### src/rtl/uart_apb_sequencer.sv
// APB master for the UART register slave: baud setup, host TX writes
// and automatic RX draining, all sharing one APB port.
module uart_apb_sequencer #(
    parameter int BITWIDTH = 8,
    parameter int HOLDOFF  = 4,
    parameter int TIMEOUT  = 16
) (
    input  logic                pclk,
    input  logic                presetn,
    input  logic                cfg_start,
    input  logic [BITWIDTH-1:0] cfg_baud,
    input  logic                tx_req,
    input  logic [BITWIDTH-1:0] tx_data,
    output logic                tx_ack,
    output logic                rx_valid,
    output logic [BITWIDTH-1:0] rx_data,
    input  logic                tx_rdy,
    input  logic                rx_rdy,
    output logic                psel,
    output logic                penable,
    output logic                pwrite,
    output logic [1:0]          paddr,
    output logic [BITWIDTH-1:0] pwdata,
    input  logic [BITWIDTH-1:0] prdata,
    input  logic                pready,
    output logic                cfg_done,
    output logic                busy,
    output logic                err
);

    localparam int HW = (HOLDOFF > 0) ? $clog2(HOLDOFF + 1) : 1;
    localparam int TW = (TIMEOUT > 1) ? $clog2(TIMEOUT + 1) : 1;

    typedef enum logic [1:0] {IDLE, SETUP, ACCESS} state_t;
    typedef enum logic [1:0] {K_CFG, K_RX, K_TX} kind_t;

    state_t              state;
    kind_t               kind;
    logic [HW-1:0]       hold;
    logic [TW-1:0]       tcnt;
    logic                cfg_pend;
    logic [BITWIDTH-1:0] cfg_val;
    logic                rx_go;
    logic                tx_go;

    // tx_ack blocks a re-issue while the host still holds tx_req that cycle
    assign rx_go = rx_rdy && (hold == '0);
    assign tx_go = tx_req && tx_rdy && cfg_done && (hold == '0) && !tx_ack;
    assign busy  = (state != IDLE) || (hold != '0);

    always_ff @(posedge pclk or negedge presetn) begin
        if (!presetn) begin
            state    <= IDLE;
            kind     <= K_CFG;
            hold     <= '0;
            tcnt     <= '0;
            cfg_pend <= 1'b0;
            cfg_val  <= '0;
            cfg_done <= 1'b0;
            psel     <= 1'b0;
            penable  <= 1'b0;
            pwrite   <= 1'b0;
            paddr    <= 2'd0;
            pwdata   <= '0;
            rx_data  <= '0;
            rx_valid <= 1'b0;
            tx_ack   <= 1'b0;
            err      <= 1'b0;
        end else begin
            tx_ack   <= 1'b0;
            rx_valid <= 1'b0;
            err      <= 1'b0;
            if (hold != '0) hold <= hold - 1'b1;
            unique case (state)
                IDLE: begin
                    if (cfg_pend) begin
                        kind   <= K_CFG;
                        pwrite <= 1'b1;
                        paddr  <= 2'd0;
                        pwdata <= cfg_val;
                        psel   <= 1'b1;
                        state  <= SETUP;
                    end else if (rx_go) begin
                        kind   <= K_RX;
                        pwrite <= 1'b0;
                        paddr  <= 2'd3;
                        pwdata <= '0;
                        psel   <= 1'b1;
                        state  <= SETUP;
                    end else if (tx_go) begin
                        kind   <= K_TX;
                        pwrite <= 1'b1;
                        paddr  <= 2'd2;
                        pwdata <= tx_data;
                        psel   <= 1'b1;
                        state  <= SETUP;
                    end
                end
                SETUP: begin
                    penable <= 1'b1;
                    tcnt    <= '0;
                    state   <= ACCESS;
                end
                ACCESS: begin
                    if (pready) begin
                        psel    <= 1'b0;
                        penable <= 1'b0;
                        state   <= IDLE;
                        unique case (kind)
                            K_CFG: begin
                                cfg_done <= 1'b1;
                                cfg_pend <= 1'b0;
                            end
                            K_RX: begin
                                rx_data  <= prdata;
                                rx_valid <= 1'b1;
                                hold     <= HW'(HOLDOFF);
                            end
                            K_TX: begin
                                tx_ack <= 1'b1;
                                hold   <= HW'(HOLDOFF);
                            end
                            default: ;
                        endcase
                    end else if (tcnt == TW'(TIMEOUT - 1)) begin
                        // abort leaves the request pending for a retry
                        psel    <= 1'b0;
                        penable <= 1'b0;
                        err     <= 1'b1;
                        state   <= IDLE;
                    end else begin
                        tcnt <= tcnt + 1'b1;
                    end
                end
                default: state <= IDLE;
            endcase
            // a new request landing on the completion edge stays pending
            if (cfg_start) begin
                cfg_pend <= 1'b1;
                cfg_val  <= cfg_baud;
            end
        end
    end

endmodule

### config.mk
export PLATFORM = sky130hd
export DESIGN_NAME = uart_apb_sequencer
export DESIGN_NICKNAME = d
export VERILOG_FILES = /design/src/rtl/uart_apb_sequencer.sv
export SDC_FILE = /design/constraint.sdc
export NUM_CORES = 1
export LEC_CHECK = 0
export CAP_MARGIN = 20
export CORE_UTILIZATION = 45
export DETAILED_ROUTE_END_ITERATION = 7
export DONT_BUFFER_PORTS = 1
export SYNTH_ARGS = -nofsm -noshare
export SYNTH_HDL_FRONTEND = slang
export SYNTH_SLANG_ARGS = --single-unit
### constraint.sdc
create_clock -name pclk -period 2 [get_ports pclk]
set_clock_uncertainty 0.15 [all_clocks]
set_input_delay 0.5 -clock pclk [delete_from_list [all_inputs] [get_ports pclk]]
set_output_delay 0.5 -clock pclk [all_outputs]
set_load 0.1 [all_outputs]
* Word level (Yosys, flattened, before mapping)
Cells that the tools add are included.
Storage, ports and cells: register bits 46, bits in latches 0, bits in writable memories 0, memory bits (read-only) 0, bits of input ports 31, output and inout bits 26, word-level logic and storage cells 97, memories kept 0
Cells by class: $add $sub $neg 2, $mul 0, div/mod/pow operators 0, magnitude comparators 0, eq/ne operators 9, shift operators 0, muxes and demuxes 43, bitwise gates (word level) 0, reductions and logical operators 27
Operators by type and width (number):
- 2-to-1 mux 8 bit | 3
- 2-to-1 mux 1 bit | 20
- 2-to-1 mux 2 bit | 10
- AND reduction 3 bit | 5
- 2-to-1 mux 3 bit | 4
- nonzero test 2 bit | 6
- 2-to-1 mux 5 bit | 2
- one-hot mux 5 bit (2 select lines) | 1
- one-hot mux 2 bit (3 select lines) | 1
- AND reduction 2 bit | 3
- nonzero test 3 bit | 2
- adder 5 x 1 -> 5 bit, second input constant | 1
- equality test 5 x 4 -> 1 bit, second input constant | 1
- logical AND 1 bit | 5
- equality test 2 x 1 -> 1 bit, second input constant | 2
- equality test 2 bit, second input constant | 2
- zero test 2 bit | 2
- != test 2 bit, second input constant | 2
- != test 4 bit, second input constant | 1
- one-hot mux 1 bit (2 select lines) | 2
- zero test 3 bit | 1
- != test 3 bit, second input constant | 1
- subtractor 3 x 1 -> 3 bit, second input constant | 1
- OR reduction 2 bit | 1
- other kinds (2) | 2

* Longest topological paths before layout
depth after elaboration 8, mapped depth 7, depth with buffers taken out 7

* Least setup slack after synthesis
OpenSTA, ideal clock, no wires.
path type register to output, start register state[0], end output port busy, data arrival time 1.637 ns, required time 1.350 ns, path slack -0.287 ns, cell stages (with the launch flop) 6, path buffers 2, path through dfrtp_1 -> inv_1 -> ha_1 -> buf_2 -> buf_2 -> nand2_1
On the way: word-level cells in the longest chain between the ends 2
RTL lines:
- from (decl) | RTL line 37 | state_t state;
- from (signal assigned) | RTL line 53 | state <= IDLE;
- from (signal assigned) | RTL line 82 | state <= SETUP;
- from (signal assigned) | RTL line 89 | state <= SETUP;
- nonzero test 2 bit | RTL line 49 | assign busy = (state != IDLE) || (hold != '0);
- logical OR 1 bit | RTL line 49
- to (decl) | RTL line 27 | output logic busy,
Every way passes these cells.

* Worst setup path in the final report
start register hold[1], end output port busy
On the way: word-level cells in the longest chain between the ends 2
RTL lines:
- from (decl) | RTL line 39 | logic [HW-1:0] hold;
- from (signal assigned) | RTL line 73 | if (hold != '0) hold <= hold - 1'b1;
- from (signal assigned) | RTL line 117 | hold <= HW'(HOLDOFF);
- from (signal assigned) | RTL line 121 | hold <= HW'(HOLDOFF);
- nonzero test 3 bit | RTL line 49
- logical OR 1 bit | RTL line 49
Every way passes these cells.

==> flow_summary_export.csv <==
group,metric,value,unit
cts,cts.path.max_buffers,2,
sta,setup_ws,-0.00207,ns
sta,worst_pin_slew,0.921,ns
pwr,internal_power,0.00223,W
yosys,syn_avg_cell_area,12.1,um^2
die,start_util,47.7,%
yosys,synth_xor_area_share,0.413,%
sta,rsz0062_at_grt,"yes",
yosys,synth_area,2120,um^2
sta,slew_viol_final,0,
critical_path,worstSetupStartpointType,"register",
critical_path,r2r_end,"state[1]",
final_layout,finalNonFillerCells,252,
sta,relSlewSlack,38.6,%
worst_hold_path,hold_path_end,"err",
pwr,p_switching,0.00232,W
pwr,total_leakage_power,1.19,nW
pwr,power.share.sequential,46.4,%
detailed_routing,drc,6,
sta,final-hold-violation-count,0,
place,gp_congestion,0.761,
global_routing,grt.total_usage,19.1,%
yosys,yosysMostFrequentCell,"dfrtp_1",
sta,hold_slack,0.111,ns
yosys,synth_compound_area_share,15.6,%
critical_path,reg2reg_from,"hold[1]",
place,portBuffers,0,
pwr,swShare,51.0,%
global_routing,grt_pass1_vias,1596,
place,dp_cells,237,
final_layout,final_layout_size_suffix_gt1_share,32.0,%
cts,cts_tree,"yes",
global_routing,grt_max_degree,46,
critical_path,cp_max_fo,2,
yosys,ys_types,37,
global_routing,antenna_found_initial,0,
critical_path,arrival,1.35,ns
yosys,synth_top_area_share,53.1,%
yosys,synth.area.top_cells,"dfrtp_1, mux2_2, ha_1",
die,die_height,70.7,um
detailed_routing,dr_wl_met3,365,um
die,ios,57,
cts,htreeDepth,2,
cts,path_clk_slew,0.08,ns
die,num_rows,24,
detailed_routing,routed.top_layer,"met4",
critical_path,endpoint_kind,"primary output",
yosys,yosysWarnings,0,
die,dieArea,4990,um^2
detailed_routing,drtIter0Drc,58,
sta,setup_viol,1,
final_layout,fillCellCount,351,
global_routing,grt_first_pass_wirelength,7.30,mm
cts,clockRootBuffer,"clkbuf_8",
yosys,synth_edf_count,0,
yosys,synthFlopType,"dfrtp_1",
pwr,clkPwrFrac,14.9,%
yosys,synth-simple-area-share,10.0,%
final_layout,n_antenna_cell,0,
yosys,syn_nets,217,
detailed_routing,ant_nets,0,
run,drv_cap,0,
yosys,muxShareOfSynthArea,10.4,%
yosys,synthAdderAreaFrac,6.49,%
yosys,synthTopCellsByCount,"dfrtp_1, mux2_2, inv_1",
worst_hold_path,hold_depth,1,
yosys,synth_top_family_by_area,"compound AO/OA/AOI/OAI gates",
critical_path,reg2reg_slack,0.05,ns
critical_path,critPathKind,"reg -> out",
detailed_routing,num_vias,1512,
sta,layout_min_cycle_time,2.00,ns
worst_hold_path,hold_class,"in -> reg",
die,die_x,70.7,um
worst_hold_path,hp-start,"pready",
critical_path,critical_path_required,1.35,ns
detailed_routing,wl_met2,2.25,mm
sta,fin_crit_sh,100,%
cts,cts_made_buffers,5,
yosys,ys_seq_elements,45,
final_layout,nets,241,
place,hpwl,3.11,mm
status,outcome,"complete, but fails checks",
status,violations,"design-rule violations, negative setup slack",
global_routing,grt-ovfl-total,0,
detailed_routing,wl_met1,1.70,mm
detailed_routing,drt_first_pass_iters,7,
pwr,irDropWorstVdd,0.000888,V
yosys,yosysSeqAreaShare,53.1,%
yosys,async_flop_share,100,%
yosys,synth_area_leader_cell,"dfrtp_1",
die,core_area,4440,um^2
cts,clock_latency,0.30,ns
critical_path,reg2reg_depth,8,
cts,cts.sinks,45,
yosys,synth_cells,175,
detailed_routing,drt-total-wl,4.37,mm
pwr,p_comb_share,38.7,%
pwr,power_density,1800,nW/um^2
detailed_routing,viasPerCell,6.00,
final_layout,area_growth,19.4,%
detailed_routing,wl_per_cell,17.4,um
sta,fmax,499,MHz
[how the worst max path moves through the flow]
stage	end	start
2_1_floorplan	busy	state[0]
3_3_place_gp	tcnt[0]	tcnt[0]
3_5_place_dp	tcnt[0]	tcnt[0]
4_1_cts	busy	hold[1]
5_1_grt	busy	hold[0]
6_report	busy	hold[1]
[registers in the layout (all words and copies together), names as in the netlist, 2 cells and up]
register / count
hold: 3
paddr: 2
state: 2
cfg_val: 8
pwdata: 8
tcnt: 5
rx_data: 8
[routing by layer]
| metal | vias to the layer above | global-route usage (%) |
|---|---|---|
| met2 | 68 | 33.2 |
| met3 | 7 | 5.84 |
| met5 | - | 0 |
| li1 | 683 | - |
| met4 | 0 | 7.78 |
| met1 | 754 | 22.2 |
[layout by cell type, fill, tap and decap left out, drive strengths merged, types with 2 or more instances in the layout]
cell,netlist,layout
dfrtp,45,45
buf,5,24
mux2,18,18
inv,12,12
ha,11,11
a21oi,10,10
and3,10,10
nor2,9,9
a221o,7,7
nand2,6,6
clkbuf,3,6
o21ai,5,5
a31oi,4,4
o2bb2ai,4,4
nand3,3,3
nor3,3,3
a32oi,2,2
nand2b,2,2
a21o,2,2
[power by group through the flow]
| stage | registers, W | logic [W] | clock network, W |
|---|---|---|---|
| floorplan | 0.00241 | 0.000906 | 0 |
| global placement | 0.00211 | 0.00151 | 0 |
| detailed placement | 0.00213 | 0.00156 | 0 |
| CTS | 0.00211 | 0.00170 | 0.000698 |
| global route | 0.00214 | 0.00192 | 0.000735 |
| finish | 0.00211 | 0.00176 | 0.000678 |
[worst max-delay path: stages, from the launching register on]
cell and delay, ns:
dfrtp_1 0.39, inv_2 0.08, ha_4 0.13, nor2b_4 0.14, buf_6 0.11, nand2_4 0.05, buf_12 0.16
[metrics by stage]
| stage | area (um^2) | setup TNS (ns) | setup WS [ns] | utilization [%] | total power [W] |
|---|---|---|---|---|---|
| floorplan | 2130 | -0.0330 | -0.0330 | - | 0.00331 |
| global placement | 2300 | 0 | 0.117 | 51.7 | 0.00363 |
| detailed placement | 2300 | -0.0280 | -0.0280 | 51.7 | 0.00369 |
| CTS | 2510 | -0.0324 | -0.0324 | 56.4 | 0.00451 |
| global route | 2530 | -0.0748 | -0.0646 | 57.0 | 0.00479 |
| finish | 2530 | -0.00207 | -0.00207 | 57.0 | 0.00455 |
[timing repair]
action | 4_1_cts | 5_1_grt
pin swaps | 0 | 1
gates resized for setup | 6 | 7
setup buffers | 5 | 0
setup endpoints to repair | 3 | 7
hold endpoints to repair | 45 | 0
hold buffers | 2 | 0
[kinds of logic (layout without fill, tap and decap cells)]
group | after synthesis | after routing
adders and majority gates | 11 | 11
buffers and inverters | 20 | 45
muxes | 19 | 19
and+or+nand+nor | 38 | 38
xor gates and xnor gates | 1 | 1
AOI/OAI and AO/OA | 41 | 41
DFF | 45 | 45
[cell type report]
class | instances | area, um^2 | share of cell area, %
clock inverters | 2 | 38.8 | 1.53
flip-flops and latches | 45 | 1130 | 44.6
clock buffers | 6 | 72.6 | 2.87
repair buffers | 25 | 226 | 8.94
inverters | 12 | 45.0 | 1.78
well taps | 52 | 65.1 | 2.57
multi-input cells | 110 | 956 | 37.7
Note: power is estimated with default switching activity, not from simulation.
